===== src/rtl/core_pkg.sv =====
// Shared RV32I core constants and types used by the fetch stage.
package core_pkg;

   localparam int XLEN = 32;
   localparam logic [XLEN-1:0] PC_STEP              = 32'd4;
   localparam logic [XLEN-1:0] ALIGN_MASK           = 32'hFFFF_FFFC;
   localparam logic [XLEN-1:0] DEFAULT_NOP_INSTR    = 32'h0000_0013;
   localparam logic [XLEN-1:0] DEFAULT_RESET_VECTOR = 32'h0000_0000;
   localparam logic [XLEN-1:0] DEFAULT_TRAP_VECTOR  = 32'h0000_0100;

   typedef enum logic [1:0] {
      PC_HOLD,
      PC_SEQ,
      PC_REDIRECT,
      PC_TRAP
   } pc_src_e;

   function automatic logic is_misaligned(input logic [XLEN-1:0] addr);
      return |(addr & ~ALIGN_MASK);
   endfunction

endpackage


===== src/rtl/fetch_unit_if.sv =====
// Fetch-side bus: instruction memory port plus the IF/ID valid/ready handshake to decode.
interface fetch_unit_if;
   import core_pkg::*;

   logic [XLEN-1:0] imem_addr;
   logic [XLEN-1:0] imem_rdata;
   logic            if_valid;
   logic            if_ready;
   logic [XLEN-1:0] if_instr;
   logic [XLEN-1:0] if_pc;
   logic [XLEN-1:0] if_pc_plus4;

   modport master (
      output imem_addr,
      input  imem_rdata,
      output if_valid,
      input  if_ready,
      output if_instr,
      output if_pc,
      output if_pc_plus4
   );

   modport slave (
      input  imem_addr,
      output imem_rdata,
      input  if_valid,
      output if_ready,
      input  if_instr,
      input  if_pc,
      input  if_pc_plus4
   );

endinterface


===== src/rtl/fetch_unit_pc_next_sel.sv =====
// Combinational next-PC mux: redirect / trap / sequential +4 / hold, with target alignment.
module pc_next_sel
   import core_pkg::*;
#(
   parameter logic [XLEN-1:0] TRAP_VECTOR = DEFAULT_TRAP_VECTOR,
   parameter bit              TRAP_EN     = 1'b0
) (
   input  logic [XLEN-1:0] pc,
   input  logic            redirect_valid,
   input  logic [XLEN-1:0] redirect_target,
   input  logic            advance,
   output logic [XLEN-1:0] pc_next
);

   pc_src_e src;

   // NOTE: every always_comb output gets a default first so no path can infer a latch.
   always_comb begin
      src = PC_HOLD;
      if (redirect_valid) begin
         src = (TRAP_EN && is_misaligned(redirect_target)) ? PC_TRAP : PC_REDIRECT;
      end else if (advance) begin
         src = PC_SEQ;
      end
   end

   // The +4 add wraps naturally at 32 bits: 32'hFFFF_FFFC -> 0.
   always_comb begin
      pc_next = pc;
      unique case (src)
         PC_HOLD:     pc_next = pc;
         PC_SEQ:      pc_next = pc + PC_STEP;
         PC_REDIRECT: pc_next = redirect_target & ALIGN_MASK;
         PC_TRAP:     pc_next = TRAP_VECTOR;
         default:     pc_next = pc;
      endcase
   end

endmodule


===== src/rtl/fetch_unit.sv =====
// RV32I fetch stage: PC, IF/ID register and handshake counter.
// Optional misaligned-redirect trap enabled by defining FETCH_MISALIGN_TRAP_EN.
module fetch_unit
   import core_pkg::*;
#(
   parameter logic [XLEN-1:0] RESET_VECTOR = DEFAULT_RESET_VECTOR,
   parameter logic [XLEN-1:0] TRAP_VECTOR  = DEFAULT_TRAP_VECTOR,
   parameter logic [XLEN-1:0] NOP_INSTR    = DEFAULT_NOP_INSTR
) (
   input  logic             clk,
   input  logic             rst_n,
   input  logic             fetch_en,
   input  logic             redirect_valid,
   input  logic [XLEN-1:0]  redirect_target,
   fetch_unit_if.master     bus,
   output logic [XLEN-1:0]  fetch_count
`ifdef FETCH_MISALIGN_TRAP_EN
   ,
   output logic             fetch_fault
`endif
);

`ifdef FETCH_MISALIGN_TRAP_EN
   localparam bit TRAP_EN = 1'b1;
`else
   localparam bit TRAP_EN = 1'b0;
`endif

   logic [XLEN-1:0] pc;
   logic [XLEN-1:0] pc_next;
   logic            if_valid;
   logic [XLEN-1:0] if_instr;
   logic [XLEN-1:0] if_pc;
   logic            load;
   logic            advance;
   logic            handshake;

   assign load      = !if_valid || bus.if_ready;
   assign advance   = load && fetch_en;
   assign handshake = if_valid && bus.if_ready;

   pc_next_sel #(
      .TRAP_VECTOR (TRAP_VECTOR),
      .TRAP_EN     (TRAP_EN)
   ) u_pc_next_sel (
      .pc              (pc),
      .redirect_valid  (redirect_valid),
      .redirect_target (redirect_target),
      .advance         (advance),
      .pc_next         (pc_next)
   );

   // NOTE: sequential state uses non-blocking assignments so every register samples pre-edge values.
   always_ff @(posedge clk or negedge rst_n) begin
      if (!rst_n) begin
         pc <= RESET_VECTOR;
      end else begin
         pc <= pc_next;
      end
   end

   // A redirect flushes IF/ID; a stall (valid & !ready) leaves everything untouched.
   always_ff @(posedge clk or negedge rst_n) begin
      if (!rst_n) begin
         if_valid <= 1'b0;
         if_instr <= NOP_INSTR;
         if_pc    <= '0;
      end else if (redirect_valid) begin
         if_valid <= 1'b0;
         if_instr <= NOP_INSTR;
      end else if (advance) begin
         if_valid <= 1'b1;
         if_instr <= bus.imem_rdata;
         if_pc    <= pc;
      end else if (load) begin
         if_valid <= 1'b0;
      end
   end

   always_ff @(posedge clk or negedge rst_n) begin
      if (!rst_n) begin
         fetch_count <= '0;
      end else if (handshake) begin
         fetch_count <= fetch_count + 32'd1;
      end
   end

`ifdef FETCH_MISALIGN_TRAP_EN
   // Sticky until the next aligned redirect.
   always_ff @(posedge clk or negedge rst_n) begin
      if (!rst_n) begin
         fetch_fault <= 1'b0;
      end else if (redirect_valid) begin
         fetch_fault <= is_misaligned(redirect_target);
      end
   end
`endif

   assign bus.imem_addr   = pc;
   assign bus.if_valid    = if_valid;
   assign bus.if_instr    = if_instr;
   assign bus.if_pc       = if_pc;
   assign bus.if_pc_plus4 = if_pc + PC_STEP;

endmodule


===== src/flat_wrapper.sv =====
// flat-port wrapper written by rule: the top's interface ports become plain ports
module fetch_unit_flat import core_pkg::*;
#(
   parameter logic [XLEN-1:0] RESET_VECTOR = DEFAULT_RESET_VECTOR,
   parameter logic [XLEN-1:0] TRAP_VECTOR  = DEFAULT_TRAP_VECTOR,
   parameter logic [XLEN-1:0] NOP_INSTR    = DEFAULT_NOP_INSTR
)
  (clk, rst_n, fetch_en, redirect_valid, redirect_target, fetch_count, bus_imem_addr, bus_imem_rdata, bus_if_valid, bus_if_ready, bus_if_instr, bus_if_pc, bus_if_pc_plus4);
  fetch_unit_if bus_i ();
  input  logic clk;
  input  logic rst_n;
  input  logic fetch_en;
  input  logic redirect_valid;
  input  logic [XLEN-1:0] redirect_target;
  output logic [XLEN-1:0] fetch_count;
  output wire logic [$bits(bus_i.imem_addr)-1:0] bus_imem_addr;
  input wire logic [$bits(bus_i.imem_rdata)-1:0] bus_imem_rdata;
  output wire logic [$bits(bus_i.if_valid)-1:0] bus_if_valid;
  input wire logic [$bits(bus_i.if_ready)-1:0] bus_if_ready;
  output wire logic [$bits(bus_i.if_instr)-1:0] bus_if_instr;
  output wire logic [$bits(bus_i.if_pc)-1:0] bus_if_pc;
  output wire logic [$bits(bus_i.if_pc_plus4)-1:0] bus_if_pc_plus4;
  assign bus_imem_addr = bus_i.imem_addr;
  assign bus_i.imem_rdata = bus_imem_rdata;
  assign bus_if_valid = bus_i.if_valid;
  assign bus_i.if_ready = bus_if_ready;
  assign bus_if_instr = bus_i.if_instr;
  assign bus_if_pc = bus_i.if_pc;
  assign bus_if_pc_plus4 = bus_i.if_pc_plus4;
  fetch_unit #(.RESET_VECTOR(RESET_VECTOR), .TRAP_VECTOR(TRAP_VECTOR), .NOP_INSTR(NOP_INSTR)) u_core (.clk(clk), .rst_n(rst_n), .fetch_en(fetch_en), .redirect_valid(redirect_valid), .redirect_target(redirect_target), .bus(bus_i), .fetch_count(fetch_count));
endmodule

===== config.mk =====
export PLATFORM = sky130hd
export DESIGN_NAME = fetch_unit_flat
export DESIGN_NICKNAME = d
export VERILOG_FILES = /design/src/rtl/core_pkg.sv /design/src/rtl/fetch_unit_if.sv /design/src/rtl/fetch_unit_pc_next_sel.sv /design/src/rtl/fetch_unit.sv /design/src/flat_wrapper.sv
export SDC_FILE = /design/constraint.sdc
export NUM_CORES = 1
export LEC_CHECK = 0
export BUFFER_PORTS_ARGS = -buffer_cell sky130_fd_sc_hd__buf_2
export CORE_UTILIZATION = 50
export CTS_CLUSTER_DIAMETER = 30
export DETAILED_ROUTE_END_ITERATION = 7
export GPL_TIMING_DRIVEN = 0
export PLACE_DENSITY = 0.82
export SYNTH_ARGS = -nofsm -noshare
export SYNTH_HDL_FRONTEND = slang
export SYNTH_HIERARCHICAL = 1
export SYNTH_SLANG_ARGS = --single-unit

===== constraint.sdc =====
create_clock -name clk -period 3.05 [get_ports clk]
set_clock_uncertainty 0.15 [all_clocks]
set_input_delay 0.1525 -clock clk [delete_from_list [all_inputs] [get_ports clk]]
set_output_delay 0.1525 -clock clk [all_outputs]
set_load 0.03 [all_outputs]

* After elaboration in Yosys (flattened, before gate mapping) *
Cells that the tools add are included.

word-level totals
  flip-flop bits (word level) = 129
  input bits = 69
  output and inout bits = 161
  logic and storage cells = 28

cells by class
  $add $sub $neg = 3
  equality and inequality tests = 3
  muxes and demuxes = 8
  bitwise gates (word level) = 1
  reductions and logical operators = 8

operators by type and width
  kind                                            number
  one-hot mux 32 bit (3 select lines)             1
  adder 32 x 3 -> 32 bit (second input constant)  2
  2-to-1 mux 32 bit                               2
  adder 32 x 1 -> 32 bit (second input constant)  1
  == test 2 bit (second input constant)           2
  2-to-1 mux 1 bit                                4
  nonzero test 3 bit                              1
  == test 2 x 1 -> 1 bit (second input constant)  1
  logical AND 1 bit                               2
  zero test 2 bit                                 1
  2-to-1 mux 2 bit                                1
  AND reduction 2 bit                             1
  nonzero test 2 bit                              1
  zero test 1 bit                                 1
  logical OR 1 bit                                1
  NOT 1 bit                                       1

* Depth between registers and ports, before layout *
Gate-level depths: netlist of run 1.

  depth after elaboration = 7
  gate-level depth with buffers = 10
  mapped depth without buffers = 7

* Hierarchy *
The synthesis of run 1 kept the hierarchy.

by module, submodules not included
  module       instances  cells each  area each (um^2)  sequential area each (um^2)
  fetch_unit   1          453         5,398.9           3,231.8
  pc_next_sel  1          164         972.2             0.0

* Worst setup path before layout of run 1 *
OpenSTA, ideal clock, no wires.

  path kind = register -> register
  from = register u_core.if_valid (netlist: u_core/bus.if_valid)
  to = register u_core.pc[17] (netlist: u_core/bus.imem_addr[17])
  library setup time = 0.069 ns
  arrival time = 2.539 ns
  required time = 2.831 ns
  setup slack = 0.291 ns
  cell stages (with the launch flop) = 11
  path buffers = 3
  period minus slack after synthesis = 2.759 ns
  cells stage by stage = dfrtp_1 nand2b_1 nand2_1 inv_1 buf_2 nand4_2 or3_1 buf_2 buf_6 or4_1 nand3_1

between the ends
  cells in the longest elaborated chain, start to end = 7
  elaborated cells on any way between the ends = 10
  classes of those cells = 3 x eq/ne; 3 x mux; 4 x reduce/logical

RTL lines
  element                                                         line                          source
  from (decl)                                                     fetch_unit.sv:31              logic if_valid;
  from (signal assigned)                                          fetch_unit.sv:65              if_valid <= 1'b0;
  from (signal assigned)                                          fetch_unit.sv:69              if_valid <= 1'b0;
  from (signal assigned)                                          fetch_unit.sv:72              if_valid <= 1'b1;
  zero test 1 bit *                                               fetch_unit.sv:38              assign load = !if_valid || bus.if_ready;
  logical OR 1 bit *                                              fetch_unit.sv:38
  logical AND 1 bit *                                             fetch_unit.sv:39              assign advance = load && fetch_en;
  net u_core.advance                                              fetch_unit.sv:35              logic advance;
  2-to-1 mux 1 bit *                                              fetch_unit_pc_next_sel.sv:22  end else if (advance) begin
  2-to-1 mux 2 bit *                                              fetch_unit_pc_next_sel.sv:20  if (redirect_valid) begin
  == test 2 bit / == test 2 x 1 -> 1 bit (equally long branches)  fetch_unit_pc_next_sel.sv:30  unique case (src)
  one-hot mux 32 bit (3 select lines) *                           fetch_unit_pc_next_sel.sv:30
  net u_core.pc_next[17]                                          fetch_unit.sv:30              logic [XLEN-1:0] pc_next;
  to (signal assigned)                                            fetch_unit.sv:58              pc <= pc_next;
  to (decl)                                                       fetch_unit.sv:29              logic [XLEN-1:0] pc;

The timed path passes the listed nets; every way through them passes the cells marked *.
A chain may end at the register's enable or synchronous reset.

* Final worst setup path of run 1 *
  from = register u_core.if_valid (netlist: u_core/bus.if_valid)
  to = register u_core.pc[21] (netlist: u_core/bus.imem_addr[21])

The elaborated chain is that of the path after synthesis.

==> summary.md, run 1 <==
| Metric | Value |
|---|---|
| Clock root cell | clkbuf_16 |
| Leakage power | 4.29 nW |
| WP data arrival | 3.07 ns |
| Net count after synthesis | 689 |
| Slew @ Worst Pin | 0.653 ns |
| Worst EP required | 3.22 ns |
| # IOs | 230 |
| Top area cells in the synthesized netlist | dfrtp_1 49%, xnor2_1 7.0%, nand2_1 6.5% |
| DR top layer | met4 |
| Asr flop ratio synth | 1.00 |
| Post-route setup slack | 0.146 ns |
| Num rows | 40 |
| Mapped Avg Cell Area | 10.3 sq um |
| CTS tree | done |
| Worst hold-check path type | in -> reg |
| Final hold vios | 0 |
| Max-slew violation count | 0 |
| Sw frac | 0.349 |
| Initial Utilization | 0.522 |
| Fin crit period | 2.90 ns |
| Post-synth top cells | 126 x dfrtp_1, 111 x nand2_1, 51 x xnor2_1, 31 x mux2_2, 30 x a21oi_1 |
| Top FF cell, synth | dfrtp_1 |
| FF+latch count, synth | 129 |
| EDFF count, synth | 0 |
| Clock share of power | 0.344 |
| Post-Synthesis Cells | 617 |
| Vias after detailed routing | 6165 |
| Die footprint | 13200 sq um |
| Sink Count | 129 |
| Top-area cell type share of the netlist area | 0.495 |
| Hold Crit Start | redirect_valid |
| CTS H-tree lvls | 4 |
| Synth area leader | dfrtp_1 |
| Number of DRC markers in iteration 0 | 411 |
| Seq pwr share | 0.391 |
| Unrepaired setup endpoints after global routing | false |
| Setup WS pre-CTS | 0.0226 ns |
| Ant diodes | 0 |
| # port buffers | 226 |
| Power per standard cell area | 613 nW/um^2 |
| Post-synthesis cell type count | 48 |
| Mapped cell area | 6370 sq um |
| Max cap viols | 0 |
| Setup crit start kind | flop |
| Max Clk Rate | 344 MHz |
| Largest net degree at the start of global routing | 76 |
| Maximum VDD drop | 0.373 mV |
| GRT Total Usage | 0.296 |
| Int Power | 3.59 mW |
| Post-synthesis sequential area ratio | 0.507 |
| Initial antenna violation count | 0 |
| Total Nets Final | 1004 |
| Final setup viols | 0 |
| Met2 wire len | 9350 um |
| WL met3 | 1260 um |
| First-pass GRT wire length | 30000 um |
| Tcrit/Tclk final | 0.952 |
| Status | finished clean |
| Proportion of layout cells with a drive suffix above 1 | 0.343 |
| Warnings, synthesis | 6 |
| Final Wtd Congestion | 0.817 |
| DR DRC count | 0 |
| HPWL Detailed | 11700 um |
| Worst-case clock buffer depth | 2 |
| Wire length per cell | 16.9 um |
| Total CTS buffers | 17 |
| P&R area growth vs syn | 41.2% |
| Grt total ovfl | 0 |
| Vias per Instance | 5.54 |
| Die height | 115 um |
| Most frequent cell after synthesis | dfrtp_1 |
| Routed Antenna Nets | 0 |
| Worst-path clk slew | 0.05 ns |
| M1 wire length | 7350 um |
| Wirelength, routed | 18800 um |
| Worst setup path startpoint | u_core/bus.if_valid$_DFFE_PN0P_ |
| Core Area | 12200 sq um |
| R2r startpoint | u_core/bus.if_valid$_DFFE_PN0P_ |
| Number of global-route vias before repair | 5968 |
| Total power | 5.52 mW |
| Worst skew pair latency | 0.41 ns |
| Die span in x | 115 um |
| Combinational power share | 0.265 |
| Critical-path maximum fanout | 15 |
| Slew headroom | 0.561 |
| Critical path type | reg -> reg |
| Net load switching power | 1.92 mW |
| Critical path endpoint category | flop |
| Pre-antenna DRT Iters | 5 |
[per-stage QoR]
step                setup TNS, ns  hold slack, ns  instance area [sq um]   util  std cells
CTS                             0          0.0544                   8990  0.736       1112
global route                    0          0.0559                   8990  0.736       1112
finish                          0          0.0550                   8990  0.736       1112
global placement           -0.216           0.211                   7710  0.632       1011
floorplan                       0          -0.293                   6370      -        617
detailed placement              0         -0.0114                   7750  0.634       1012
[kinds of logic (layout without fill, tap and decap cells)]
kind of cell             after synthesis  after routing  synth area share
AO/OA/AOI/OAI                         73             73            0.0658
adder cells (fa/ha/maj)                3              3           0.00589
multiplexers                          34             34            0.0599
XOR/XNOR                              73             73             0.100
flip-flops                           129            129             0.507
buffers and inverters                 41            368            0.0295
AND/OR/NAND/NOR                      264            264             0.231
[cell type report]
cell class | count | area, sq um
plain buffers | 28 | 141
fillers | 845 | 3220
repair buffers | 296 | 1860
multi-input cells | 447 | 2950
inverters | 13 | 48.8
flip-flops and latches | 129 | 3230
clock inverters | 5 | 52.6
clock buffers | 26 | 499
well taps | 168 | 210
[flip-flops by register name, indices dropped and copies added (netlist names)]
signal,cells
u_core/bus.if_instr,32
u_core/bus.if_pc,32
u_core/bus.if_valid,1
u_core/bus.imem_addr,32
u_core/fetch_count,32
[routing by layer]
metal	global-route usage	vias up
met5	0	-
met4	0.171	0
met3	0.0722	79
met2	0.490	345
met1	0.354	2921
li1	-	2820
[power by group through the flow]
| stage | registers, mW | clock network [mW] | logic, mW |
|---|---|---|---|
| floorplan | 2.49 | 0 | 0.574 |
| global placement | 2.16 | 0 | 1.34 |
| detailed placement | 2.17 | 0 | 1.36 |
| CTS | 2.15 | 1.93 | 1.44 |
| global route | 2.19 | 2.00 | 1.55 |
| finish | 2.15 | 1.90 | 1.46 |
[path summary, 6_finish.rpt]
kind	endpoint	slack (ns)	cells after the start
max in group asynchronous	u_core/bus.if_instr[4]$_DFFE_PN1P_	1.89	3
worst min register to register	u_core/fetch_count[31]$_DFFE_PN0P_	0.33	1
min in group asynchronous	u_core/bus.if_instr[16]$_DFFE_PN0P_	0.12	2
worst max-delay path	u_core/bus.imem_addr[21]$_DFF_PN0_	0.15	9
worst min-delay path	u_core/bus.imem_addr[1]$_DFF_PN0_	0.06	2
worst max register to register	u_core/bus.imem_addr[21]$_DFF_PN0_	0.15	9
[timing repair]
action,in CTS,in global routing
resized for setup,1,2
endpoints found under the hold margin,119,0
setup endpoints to repair,1,11
setup buffers,0,0
hold buffers,69,0
[placed cells by master (no fill, tap or decap), drive strengths merged, types with 3 or more instances in the layout]
| cell | netlist | routed |
|---|---|---|
| nor2b | 3 | 3 |
| buf | 15 | 242 |
| dlygate4sd3 | 0 | 69 |
| inv | 13 | 13 |
| mux2 | 33 | 33 |
| clkbuf | 13 | 39 |
| nor3 | 12 | 12 |
| xor2 | 22 | 22 |
| and3 | 11 | 11 |
| nand2 | 111 | 111 |
| or4b | 3 | 3 |
| dfrtp | 126 | 126 |
| a31oi | 13 | 13 |
| nand4 | 28 | 28 |
| and4 | 9 | 9 |
| dfstp | 3 | 3 |
| a21oi | 30 | 30 |
| nor4 | 9 | 9 |
| nand3 | 30 | 30 |
| ha | 3 | 3 |
| nand3b | 4 | 4 |
| xnor2 | 51 | 51 |
| nor2 | 23 | 23 |
| o21ai | 16 | 16 |
| clkinv | 0 | 3 |
| or3 | 3 | 3 |
| or4 | 11 | 11 |
| o31ai | 10 | 10 |
[critical path, stage by stage, from the launching register on]
cell and delay (ns):
dfrtp_1 0.42, nand2b_1 0.13, nand2_2 0.15, inv_2 0.14
buf_4 0.24, nand4_2 0.23, or3_1 0.39, buf_2 0.18
or4b_1 0.55, a31oi_1 0.22
Power figures use the tool's default switching activity.
==> run 2, diff against run 1 <==
--- a/config.mk
+++ b/config.mk
@@ -6,6 +6,7 @@
 export NUM_CORES = 1
 export LEC_CHECK = 0
 export BUFFER_PORTS_ARGS = -buffer_cell sky130_fd_sc_hd__buf_2
+export CORE_ASPECT_RATIO = 0.75
 export CORE_UTILIZATION = 50
 export CTS_CLUSTER_DIAMETER = 30
 export DETAILED_ROUTE_END_ITERATION = 7
==> run 2 against run 1 <==
Against the previous run:
- combinational power barely moved
- clock power rose by 23%
- final cell count barely moved
- sequential cell count did not move
- global-route usage fell by 0.56 points
- utilization rose by 0.22 points
- highest routed layer unchanged
- hold slack improved by 0.022 ns
- final area rose by 1.4%
- largest power group is now clock
==> summary.md, run 2 (synthesis gave the netlist of run 1 again) <==
| Metric | Value |
|---|---|
| Leakage power | 4.34 nW |
| Cell area after placement | 7740 sq um |
| Commonest non-fill, non-tap cell in the layout | buf_2 |
| FF-to-FF path depth | 9 |
| Unrepaired setup endpoints after global routing | false |
| Core Area | 12300 sq um |
| DR DRC count | 0 |
| Initial antenna violation count | 0 |
| Vias per Instance | 5.45 |
| Grt total ovfl | 0 |
| Largest net degree at the start of global routing | 71 |
| Post-route setup slack | 0.107 ns |
| # IOs | 230 |
| Initial Utilization | 0.516 |
| Setup bufs post-CTS | 0 |
| WP data arrival | 3.12 ns |
| Final setup viols | 0 |
| CP max stage delay | 0.54 ns |
| Power per standard cell area | 652 nW/um^2 |
| Ant diodes | 0 |
| Worst-path clk slew | 0.06 ns |
| Number of global-route vias before repair | 5838 |
| Max Clk Rate | 340 MHz |
| R2r setup slk | 0.13 ns |
| Total CTS buffers | 17 |
| Worst-case clock buffer depth | 2 |
| Slowest cell on crit path | dlygate4sd3_1 |
| Slew @ Worst Pin | 0.678 ns |
| CP Cell Sequence | dlygate4sd3_1 > buf_2 > nand2b_1 > nand2_1 > inv_2 > buf_4 > nand3_2 > or3_1 > buf_2 > or4_1 > a31oi_1 |
| # port buffers | 226 |
| Critical path endpoint category | flop |
| Cell area after layout | 9120 sq um |
| Wire length per cell | 17.0 um |
| Seq. cell area | 3230 sq um |
| Final Non-Filler Cells | 1111 |
| Pre-antenna DRT Iters | 5 |
| Hold path endpoint | u_core/bus.imem_addr[1]$_DFF_PN0_ |
| Hold Crit Start | redirect_valid |
| CTS H-tree lvls | 4 |
| Num rows | 35 |
| Min-Delay Path Depth | 2 |
| Most frequent cells in the layout | 233 x buf_2, 126 x dfrtp_1, 111 x nand2_1 |
| Sink Count | 129 |
| Die footprint | 13200 sq um |
| Die span in x | 132 um |
| HPWL Detailed | 11900 um |
| Number of DRC markers in iteration 0 | 308 |
| Setup crit start kind | primary input |
| Multi-input gate area | 2960 sq um |
| Clock root cell | clkbuf_16 |
| Critical path type | in -> reg |
| Die height | 99.8 um |
| Routed Antenna Nets | 0 |
| R2r startpoint | u_core/bus.if_valid$_DFFE_PN0P_ |
| DP Cell Count | 1010 |
| CTS tree | done |
| Fin Setup TNS | 0 ns |
| Reg2reg end | u_core/bus.imem_addr[30]$_DFF_PN0_ |
| P&R area growth vs syn | 43.2% |
| Max-slew violation count | 0 |
| Wirelength, routed | 18900 um |
| First-pass GRT wire length | 30000 um |
| Crit path top cell by count | buf_2 |
| Proportion of layout cells with a drive suffix above 1 | 0.346 |
| Setup WS pre-CTS | 0.0381 ns |
| Slew headroom | 0.544 |
| Fillers | 833 |
| Vias after detailed routing | 6059 |
| Tcrit/Tclk final | 0.965 |
| Worst hold-check path type | in -> reg |
| GRT Total Usage | 0.291 |
| Maximum VDD drop | 0.426 mV |
| Final Wtd Congestion | 0.875 |
| Fin crit period | 2.94 ns |
| Final hold vios | 0 |
| Worst path buffer plus inverter count | 5 |
| Status | finished clean |
| CP top delay family | simple AND/OR/NAND/NOR gates |
| Max cap viols | 0 |
| Worst EP required | 3.23 ns |
| Total Nets Final | 1004 |
| Critical-path maximum fanout | 15 |
| Worst skew pair latency | 0.40 ns |
-- run 2: cell types whose count changed in the layout (fill, tap and decap cells not counted), sizes merged --
cell / change
bufinv: +5
clkbuf: -6
clkinvlp: +1
inv: +1
-- run 2: timing repair --
item,4_1_cts,5_1_grt
hold buffers,69,0
endpoints found under the hold margin,124,0
setup endpoints to repair,0,12
gates resized for setup,0,4
-- run 2: area by class of cell --
class,instances,area share
Timing Repair Buffer,296,0.203
Inverter,13,0.00535
Sequential cell,129,0.354
Clock buffer,20,0.0490
Tap cell,166,0.0228
Multi-Input combinational cell,447,0.325
Buffer,28,0.0155
Clock inverter,12,0.0252
-- run 2: layer usage --
metal | part of all wire | vias up | global-route usage
li1 | - | 2815 | -
met1 | 0.41 | 2884 | 0.368
met2 | 0.50 | 321 | 0.491
met3 | 0.077 | 39 | 0.0719
met4 | 0.019 | 0 | 0.0981
met5 | 0 | - | 0
-- run 2: through the flow --
step / power, mW / utilization / hold WS [ns]
after floorplan: 3.06 / - / -0.293
after global placement: 3.51 / 0.624 / 0.214
after detailed placement: 3.54 / 0.627 / 0.0170
after CTS: 5.95 / 0.738 / 0.0556
after global routing: 6.17 / 0.739 / 0.104
final: 5.95 / 0.739 / 0.0770
-- run 2: worst max path at each step --
stage / cells past startpoint / end / slack [ns] / startpoint
after floorplan: 10 / u_core/bus.imem_addr[17]$_DFF_PN0_ / 0.29 / u_core/bus.if_valid$_DFFE_PN0P_
after global placement: 1 / u_core/bus.if_pc[5]$_DFFE_PN0P_ / -0.03 / rst_n
after detailed placement: 9 / u_core/bus.imem_addr[27]$_DFF_PN0_ / 0.04 / u_core/bus.if_valid$_DFFE_PN0P_
after CTS: 9 / u_core/bus.imem_addr[27]$_DFF_PN0_ / 0.02 / u_core/bus.if_valid$_DFFE_PN0P_
after global routing: 9 / u_core/bus.imem_addr[30]$_DFF_PN0_ / 0.004 / u_core/bus.if_valid$_DFFE_PN0P_
final: 11 / u_core/bus.imem_addr[30]$_DFF_PN0_ / 0.11 / bus_if_ready
-- run 2: worst reg2reg max path, delay by kind of cell, from the launching register on --
kind	cells	cell delay, ns
buffers and inverters	3	0.64
AOI/OAI and AO/OA	1	0.17
DFF	1	0.42
and+or+nand+nor	5	1.46
-- run 2: power by group --
part	switching [mW]	internal [mW]	total [mW]
Sequential	0.279	1.89	2.17
Clock	0.768	1.56	2.33
Combinational	0.951	0.496	1.45
Total	2.00	3.95	5.95
==> run 3, diff against run 2 <==
--- a/config.mk
+++ b/config.mk
@@ -16,3 +16,4 @@
 export SYNTH_HDL_FRONTEND = slang
 export SYNTH_HIERARCHICAL = 1
 export SYNTH_SLANG_ARGS = --single-unit
+export TNS_END_PERCENT = 100
==> constraint.sdc (replaced) <==
create_clock -name clk -period 3.05 [get_ports clk]
set_clock_uncertainty 0.15 [all_clocks]
set_input_delay 0.61 -clock clk [delete_from_list [all_inputs] [get_ports clk]]
set_output_delay 0.61 -clock clk [all_outputs]
set_load 0.03 [all_outputs]
==> run 3 against run 2 <==
Against the previous run:
- sequential share of layout area grew 2.9 points
- non-clock buffer count shrank 69
- die area is the same
- first-iteration DRC count shrank 21%
- clock-buffer cell count is the same
- combinational power shrank 6%
- sequential cell count is the same
- register-to-register slack gained 0.03 ns
- critical path type is now reg -> out
- largest power group unchanged
- highest routed layer unchanged
==> summary.md, run 3 (synthesis gave the netlist of run 1 again) <==
| Metric | Value |
|---|---|
| Total Nets Final | 935 |
| Final hold vios | 0 |
| Final Wtd Congestion | 0.875 |
| Critical-path maximum fanout | 6 |
| Max-slew violation count | 0 |
| Wirelength, routed | 16800 um |
| Clock root cell | clkbuf_16 |
| Critical path type | reg -> out |
| # hold bufs at CTS | 0 |
| Worst-case clock buffer depth | 2 |
| # IOs | 230 |
| First-pass GRT wire length | 27000 um |
| Tcrit/Tclk final | 0.968 |
| Vias per Instance | 5.39 |
| Unrepaired setup endpoints after global routing | false |
| Die height | 99.8 um |
| Grt total ovfl | 0 |
| Post-route setup slack | 0.0964 ns |
| Leakage power | 4.05 nW |
| Total power | 5.85 mW |
| Worst skew pair latency | 0.40 ns |
| Fillers | 942 |
| Cell area after layout | 8430 sq um |
| Sink Count | 129 |
| Initial Utilization | 0.516 |
| Max cap viols | 0 |
| Worst hold-check path type | in -> async |
| Critical path endpoint category | primary output |
| Largest net degree at the start of global routing | 71 |
| Slew @ Worst Pin | 0.659 ns |
| Ant diodes | 0 |
| Proportion of layout cells with a drive suffix above 1 | 0.376 |
| Final setup viols | 0 |
| Die footprint | 13200 sq um |
| GRT Total Usage | 0.261 |
| Die span in x | 132 um |
| CTS tree | done |
| P&R area growth vs syn | 32.4% |
| Post-cts resize count | 0 |
| Max Clk Rate | 339 MHz |
| CTS H-tree lvls | 4 |
| Initial antenna violation count | 0 |
| Slew headroom | 0.557 |
| HPWL Detailed | 11900 um |
| Worst EP required | 2.29 ns |
| Power per standard cell area | 694 nW/um^2 |
| Status | finished clean |
| Setup bufs post-CTS | 0 |
| Maximum VDD drop | 0.486 mV |
| WP data arrival | 2.19 ns |
| Number of DRC markers in iteration 0 | 244 |
| Number of global-route vias before repair | 5244 |
| Setup WS pre-CTS | -0.302 ns |
| Worst-path clk slew | 0.06 ns |
| Setup crit start kind | flop |
| DR DRC count | 0 |
| Cell area after placement | 7740 sq um |
| Vias after detailed routing | 5620 |
| Fin crit period | 2.95 ns |
| Routed Antenna Nets | 0 |
| Most frequent cells in the layout | 233 x buf_2, 125 x dfrtp_1, 111 x nand2_1 |
| Commonest non-fill, non-tap cell in the layout | buf_2 |
| Core Area | 12300 sq um |
| # port buffers | 226 |
| Wire length per cell | 16.1 um |
| Total CTS buffers | 17 |
| Pre-antenna DRT Iters | 4 |
| Num rows | 35 |
[run 3: layer usage]
layer / up-vias / GRT usage / part of all wire
met4: 0 / 0.0734 / 0.011
li1: 2676 / - / -
met5: - / 0 / 0
met1: 2690 / 0.346 / 0.44
met3: 20 / 0.0698 / 0.069
met2: 234 / 0.425 / 0.48
[run 3: layout make-up]
class	count	area [sq um]	area share
Sequential cell	129	3230	0.383
Inverter	13	48.8	0.00579
Buffer	28	141	0.0168
Clock inverter	12	230	0.0273
Clock buffer	20	447	0.0530
Timing Repair Buffer	227	1160	0.138
Tap cell	166	208	0.0246
Multi-Input combinational cell	447	2960	0.351
[run 3: final timing paths]
path,from,endpoint,slack (ns),cells after the start
worst min-delay path,rst_n,u_core/fetch_count[30]$_DFFE_PN0P_,0.03,1
max in group asynchronous,rst_n,u_core/bus.if_pc[4]$_DFFE_PN0P_,1.96,2
worst min register to register,u_core/bus.if_instr[4]$_DFFE_PN1P_,u_core/bus.if_instr[4]$_DFFE_PN1P_,0.34,2
min in group clk,redirect_target[10],u_core/bus.imem_addr[10]$_DFF_PN0_,0.27,3
worst max register to register,u_core/bus.if_valid$_DFFE_PN0P_,u_core/bus.imem_addr[30]$_DFF_PN0_,0.16,9
worst max-delay path,u_core/bus.if_pc[23]$_DFFE_PN0P_,bus_if_pc_plus4[31],0.1,5
[run 3: through the flow]
stage	utilization	TNS (ns)	cells	hold slack (ns)
after global placement	0.624	-62.40	1009	0.309
after detailed placement	0.627	-3.12	1010	0.335
after CTS	0.682	0	1042	0.0391
after global routing	0.683	0	1042	0.0584
after floorplan	-	0	617	0.164
final	0.683	0	1042	0.0287
[run 3: worst max-delay path, cell delays in order, from the launching register on]
cell and delay, ns:
dfrtp_1 0.44, and4_1 0.29, nand4_2 0.20, nor4_2 0.36, xor2_1 0.26, buf_2 0.24
[run 3: power by group]
group          internal [mW]  switching (mW)
clock network           1.56           0.762
logic                  0.438           0.924
registers               1.89           0.272
total                   3.89            1.96
